### src/rtl/fetch_pkg.sv
// Shared constants and state encoding for the instruction fetch sequencer.
package fetch_pkg;

  localparam int WADDR_W = 30;

  localparam logic [WADDR_W-1:0] RESET_VEC_DFLT = 30'h0040_0000;
  localparam logic [WADDR_W-1:0] TRAP_VEC_DFLT  = 30'h0000_0001;

  typedef enum logic [2:0] {
    ST_IDLE = 3'd0,
    ST_REQ  = 3'd1,
    ST_WAIT = 3'd2,
    ST_OUT  = 3'd3,
    ST_DROP = 3'd4
  } fetch_state_e;

  // Word-address increment; wraps naturally modulo 2^WADDR_W.
  function automatic logic [WADDR_W-1:0] pc_inc(input logic [WADDR_W-1:0] pc);
    return pc + {{(WADDR_W-1){1'b0}}, 1'b1};
  endfunction

endpackage

### src/rtl/fetch_out_buf.sv
// Holding register for the instruction handed to decode (if_instr/if_pc/if_valid).
module fetch_out_buf
  import fetch_pkg::*;
#(
  parameter logic [WADDR_W-1:0] RESET_VEC = RESET_VEC_DFLT
) (
  input  logic               clk,
  input  logic               rst,
  input  logic               i_pc_load,
  input  logic [WADDR_W-1:0] i_pc,
  input  logic               i_instr_load,
  input  logic [31:0]        i_instr,
  input  logic               i_clr,
  output logic               o_valid,
  output logic [31:0]        o_instr,
  output logic [WADDR_W-1:0] o_pc
);

  logic               r_valid;
  logic [31:0]        r_instr;
  logic [WADDR_W-1:0] r_pc;

  // if_pc is captured at request acceptance so it is ready when the word lands.
  always_ff @(posedge clk or posedge rst) begin
    if (rst) begin
      r_valid <= 1'b0;
      r_instr <= '0;
      r_pc    <= RESET_VEC;
    end else begin
      if (i_pc_load) begin
        r_pc <= i_pc;
      end
      if (i_instr_load) begin
        r_instr <= i_instr;
        r_valid <= 1'b1;
      end else if (i_clr) begin
        r_valid <= 1'b0;
      end
    end
  end

  assign o_valid = r_valid;
  assign o_instr = r_instr;
  assign o_pc    = r_pc;

endmodule

### src/rtl/fetch_sequencer.sv
// Single-outstanding instruction fetch sequencer with redirect handling.
// Optional trap input enabled by defining FETCH_TRAP_EN.
module fetch_sequencer
  import fetch_pkg::*;
#(
  parameter logic [WADDR_W-1:0] RESET_VEC = RESET_VEC_DFLT
`ifdef FETCH_TRAP_EN
  ,
  parameter logic [WADDR_W-1:0] TRAP_VEC  = TRAP_VEC_DFLT
`endif
) (
  input  logic        clk,
  input  logic        rst,
  output logic        imem_req_valid,
  input  logic        imem_req_ready,
  output logic [31:2] imem_req_addr,
  input  logic        imem_rsp_valid,
  input  logic [31:0] imem_rsp_data,
  output logic        if_valid,
  input  logic        if_ready,
  output logic [31:0] if_instr,
  output logic [31:2] if_pc,
  input  logic        redirect,
  input  logic [31:2] redirect_target
`ifdef FETCH_TRAP_EN
  ,
  input  logic        trap
`endif
);

  fetch_state_e       r_state;
  logic [WADDR_W-1:0] r_pc;
  logic               r_req_valid;

  logic               w_redir;
  logic [WADDR_W-1:0] w_redir_tgt;
  logic [WADDR_W-1:0] w_pc_next;
  logic               w_accept;
  logic               w_pc_load;
  logic               w_instr_load;
  logic               w_clr;
  logic [WADDR_W-1:0] w_if_pc;

`ifdef FETCH_TRAP_EN
  assign w_redir     = trap | redirect;
  assign w_redir_tgt = trap ? TRAP_VEC : redirect_target;
`else
  assign w_redir     = redirect;
  assign w_redir_tgt = redirect_target;
`endif

  assign w_pc_next    = pc_inc(r_pc);
  assign w_accept     = (r_state == ST_REQ) && imem_req_ready;
  assign w_pc_load    = w_accept && !w_redir;
  assign w_instr_load = (r_state == ST_WAIT) && imem_rsp_valid && !w_redir;
  assign w_clr        = (r_state == ST_OUT) && (if_ready || w_redir);

  always_ff @(posedge clk or posedge rst) begin
    if (rst) begin
      r_state     <= ST_IDLE;
      r_pc        <= RESET_VEC;
      r_req_valid <= 1'b0;
    end else begin
      case (r_state)
        ST_IDLE: begin
          if (w_redir) begin
            r_pc <= w_redir_tgt;
          end
          r_state     <= ST_REQ;
          r_req_valid <= 1'b1;
        end
        ST_REQ: begin
          if (w_redir) begin
            r_pc <= w_redir_tgt;
            if (imem_req_ready) begin
              r_state     <= ST_DROP;
              r_req_valid <= 1'b0;
            end
          end else if (imem_req_ready) begin
            r_pc        <= w_pc_next;
            r_state     <= ST_WAIT;
            r_req_valid <= 1'b0;
          end
        end
        ST_WAIT: begin
          if (w_redir) begin
            r_pc    <= w_redir_tgt;
            r_state <= ST_DROP;
          end else if (imem_rsp_valid) begin
            r_state <= ST_OUT;
          end
        end
        ST_OUT: begin
          if (w_redir || if_ready) begin
            if (w_redir) begin
              r_pc <= w_redir_tgt;
            end
            r_state     <= ST_REQ;
            r_req_valid <= 1'b1;
          end
        end
        ST_DROP: begin
          if (w_redir) begin
            r_pc <= w_redir_tgt;
          end
          // The stale response is the only one outstanding, so it is consumed
          // even when a redirect lands on the same cycle; waiting would deadlock.
          if (imem_rsp_valid) begin
            r_state     <= ST_REQ;
            r_req_valid <= 1'b1;
          end
        end
        default: begin
          r_state     <= ST_IDLE;
          r_req_valid <= 1'b0;
        end
      endcase
    end
  end

  fetch_out_buf #(
    .RESET_VEC (RESET_VEC)
  ) u_out_buf (
    .clk          (clk),
    .rst          (rst),
    .i_pc_load    (w_pc_load),
    .i_pc         (r_pc),
    .i_instr_load (w_instr_load),
    .i_instr      (imem_rsp_data),
    .i_clr        (w_clr),
    .o_valid      (if_valid),
    .o_instr      (if_instr),
    .o_pc         (w_if_pc)
  );

  assign imem_req_valid = r_req_valid;
  assign imem_req_addr  = r_pc;
  assign if_pc          = w_if_pc;

endmodule

### config.mk
export PLATFORM = sky130hd
export DESIGN_NAME = fetch_sequencer
export DESIGN_NICKNAME = d
export VERILOG_FILES = /design/src/rtl/fetch_pkg.sv /design/src/rtl/fetch_out_buf.sv /design/src/rtl/fetch_sequencer.sv
export SDC_FILE = /design/constraint.sdc
export NUM_CORES = 1
export LEC_CHECK = 0
export ABC_AREA = 1
export ABC_CLOCK_PERIOD_IN_PS = 3200
export CAP_MARGIN = 20
export CORE_AREA = 4 4 114 116
export DETAILED_ROUTE_END_ITERATION = 6
export DIE_AREA = 0 0 118 120
export PLACE_DENSITY = 0.79
export SYNTH_ARGS = -nofsm -noshare
export SYNTH_HDL_FRONTEND = slang
export SYNTH_SLANG_ARGS = --single-unit
### constraint.sdc
create_clock -name clk -period 3.2 [get_ports clk]
set_input_delay 0.48 -clock clk [delete_from_list [all_inputs] [get_ports clk]]
set_output_delay 0.48 -clock clk [all_outputs]
set_load 0.1 [all_outputs]
==> flow_summary.json <==
{
  "cp.arrival_ns": 1.87,
  "synth_top_area_share_pct": 47.69,
  "final_common_cell": "nand2_1",
  "ios": 162,
  "r2r-end": "imem_req_addr[26]",
  "postCtsHoldBufs": 0,
  "crit_family": "buffers and inverters",
  "met2_wirelength_mm": 6.218,
  "grt_pass1_vias": 4683,
  "clock-skew-final_ns": 0.009584,
  "vias": 4871,
  "routedWlPerCell_um": 14.23,
  "crit_slowest_cell": "clkdlybuf4s50_1",
  "pre_cts_ws_ns": 0.7989,
  "ys_seq_elements": 97,
  "grt-ovfl-total": 0,
  "layout-drive-gt1-share_pct": 14.63,
  "netlist_area_mm2": 0.004985,
  "drc": 0,
  "setup_ws_ns": 0.8529,
  "startpoint_type": "flip-flop",
  "crit_path_cell_trace": "clkdlybuf4s50_1",
  "worst_pin_slew_ns": 0.9747,
  "die_x_um": 118,
  "hp-start": "u_out_buf.o_instr[26]",
  "track_usage_pct": 20.16,
  "initial_core_util_pct": 41.85,
  "rsz0062_at_grt": "no",
  "wl_met1_mm": 6.088,
  "clk_latency_ns": 0.35,
  "rr_worst_depth": 10,
  "cp.required_ns": 2.72,
  "hold_end": "u_out_buf.o_instr[26]",
  "cp_max_fo": 2,
  "die-area_mm2": 0.01416,
  "portBuffers": 161,
  "whs_path_depth": 2,
  "drtAntennaViolNets": 0,
  "clk_root_buffer_cell": "clkbuf_16",
  "path_class": "reg2out",
  "yosysSeqAreaShare_pct": 48.74,
  "setup-violations-final": 0,
  "ctsResizeCount": 0,
  "synth.distinct_cells": 29,
  "numCtsBuffers": 9,
  "layout_min_cycle_time_ns": 2.347,
  "slowest_delay_ns": 1.14,
  "yosys_warnings": 0,
  "synthArstFlopShare_pct": 100.0,
  "std_cell_rows": 40,
  "synth_edf_count": 0,
  "postSynthAreaPerCell_um2": 7.288,
  "fin_tns_setup_ns": 0,
  "status": "complete, no violations",
  "synth_top_cell_by_area": "dfrtp_1",
  "dr.pass1.iters": 5,
  "critical_path_buf_inv_count": 1,
  "postSynthCellCount": 684,
  "ys.flop_type": "dfrtp_1",
  "grt_pass1_wl_mm": 23.20,
  "cts_setup_buffers": 0,
  "synth_nets": 753,
  "hp-class": "reg2reg",
  "path_clk_slew_ns": 0.07,
  "routed_via_density": 4.930,
  "fmax_ghz": 0.4261,
  "dr.max_layer_used": "met4",
  "r2r_setup_slack_ns": 1.28,
  "gp_congestion": 0.9365,
  "layout_common_cells": "252 x nand2_1, 95 x dfrtp_1, 94 x nor2_1, 84 x clkdlybuf4s50_1, 84 x buf_4",
  "hold_viol_final": 0,
  "grt_max_degree": 63,
  "regToRegStartpoint": "imem_req_addr[3]",
  "cts.sinks": 97,
  "n_antenna_cell": 0,
  "chipHeight_um": 120,
  "nets": 905,
  "met3_length_mm": 1.444,
  "drt_wl_total_mm": 14.06,
  "cts_tree": "yes",
  "ctsLongestPathBuffers": 2,
  "core_area_mm2": 0.01191,
  "syn_to_final_growth_pct": 36.04,
  "relSlewSlack_pct": 34.82,
  "antenna_found_initial": 0,
  "end_kind": "output port",
  "fin_crit_sh_pct": 73.35,
  "hpwl_mm": 10.52,
  "synthTopCellsByArea": "dfrtp_1 48%, nand2_1 19%, nor2_1 7.1%",
  "htreeDepth": 3,
  "maxCapViolations": 0,
  "timing_max_transition_violations_final": 0,
  "drt_first_iter_violations": 298
}
## logic make-up after synthesis
kind of cell	count (synthesis)	synth area share, %
AO/OA/AOI/OAI	67	6.802
XOR/XNOR	5	0.8785
adder cells (fa/ha/maj)	1	0.2510
buffers and inverters	76	6.953
flip-flops	97	48.74
multiplexers	2	0.4518
AND/OR/NAND/NOR	436	35.92
## synthesized netlist by cell type (2+ instances only)
cell	number
a21oi_1	7
and2_1	3
buf_2	12
buf_4	4
buf_6	4
clkbuf_1	7
dfrtp_1	95
dfstp_2	2
inv_1	43
inv_2	5
mux2_2	2
nand2_1	252
nand2_2	4
nand3_1	69
nand4_1	2
nor2_1	94
nor2_2	6
o21ai_0	58
or2_0	2
xor2_1	4
## cell type report
cell class | count | area, um2
Clock inverter | 4 | 28.78
Fill cell | 1116 | 5130
Inverter | 48 | 182.7
Tap cell | 147 | 183.9
Multi-Input combinational cell | 511 | 2218
Sequential cell | 97 | 2430
Clock buffer | 12 | 246.5
Timing Repair Buffer | 169 | 1491
## layer usage
| metal | GRT usage, % | up-vias |
|---|---|---|
| li1 | - | 2456 |
| met1 | 26.02 | 2186 |
| met2 | 31.44 | 209 |
| met3 | 6.550 | 20 |
| met4 | 8.132 | 0 |
| met5 | 0 | - |
## worst max path at each step
| stage | start | to | cells after the start |
|---|---|---|---|
| after floorplan | rst | imem_req_addr[10] | 1 |
| after global placement | redirect | imem_req_addr[18] | 9 |
| after detailed placement | redirect | imem_req_addr[18] | 9 |
| after CTS | u_out_buf.o_instr[27] | if_instr[27] | 1 |
| after global routing | u_out_buf.o_instr[27] | if_instr[27] | 1 |
| final | u_out_buf.o_instr[27] | if_instr[27] | 1 |
## tightest hold or removal path: cells and delay by family, from the launching register on
kind	cells	cell delay (ns)
flops	1	0.35
simple gates	2	0.09
## flip-flops by register name (all words and copies together), names as in the netlist
name	cells
imem_req_valid	1
u_out_buf.o_pc	30
r_state	3
u_out_buf.o_instr	32
imem_req_addr	30
u_out_buf.o_valid	1
## through the flow
stage / cell area [um2] / instances / utilization (%) / hold slack (ns)
floorplan: 4985 / 684 / - / 0.6014
global placement: 6506 / 972 / 54.62 / 0.4552
detailed placement: 6506 / 972 / 54.62 / 0.4605
CTS: 6782 / 988 / 56.93 / 0.4774
global route: 6782 / 988 / 56.93 / 0.4999
finish: 6782 / 988 / 56.93 / 0.4716
Power is not shown: default switching activity piles up to over one toggle a cycle in this logic, so the estimate is an artifact.
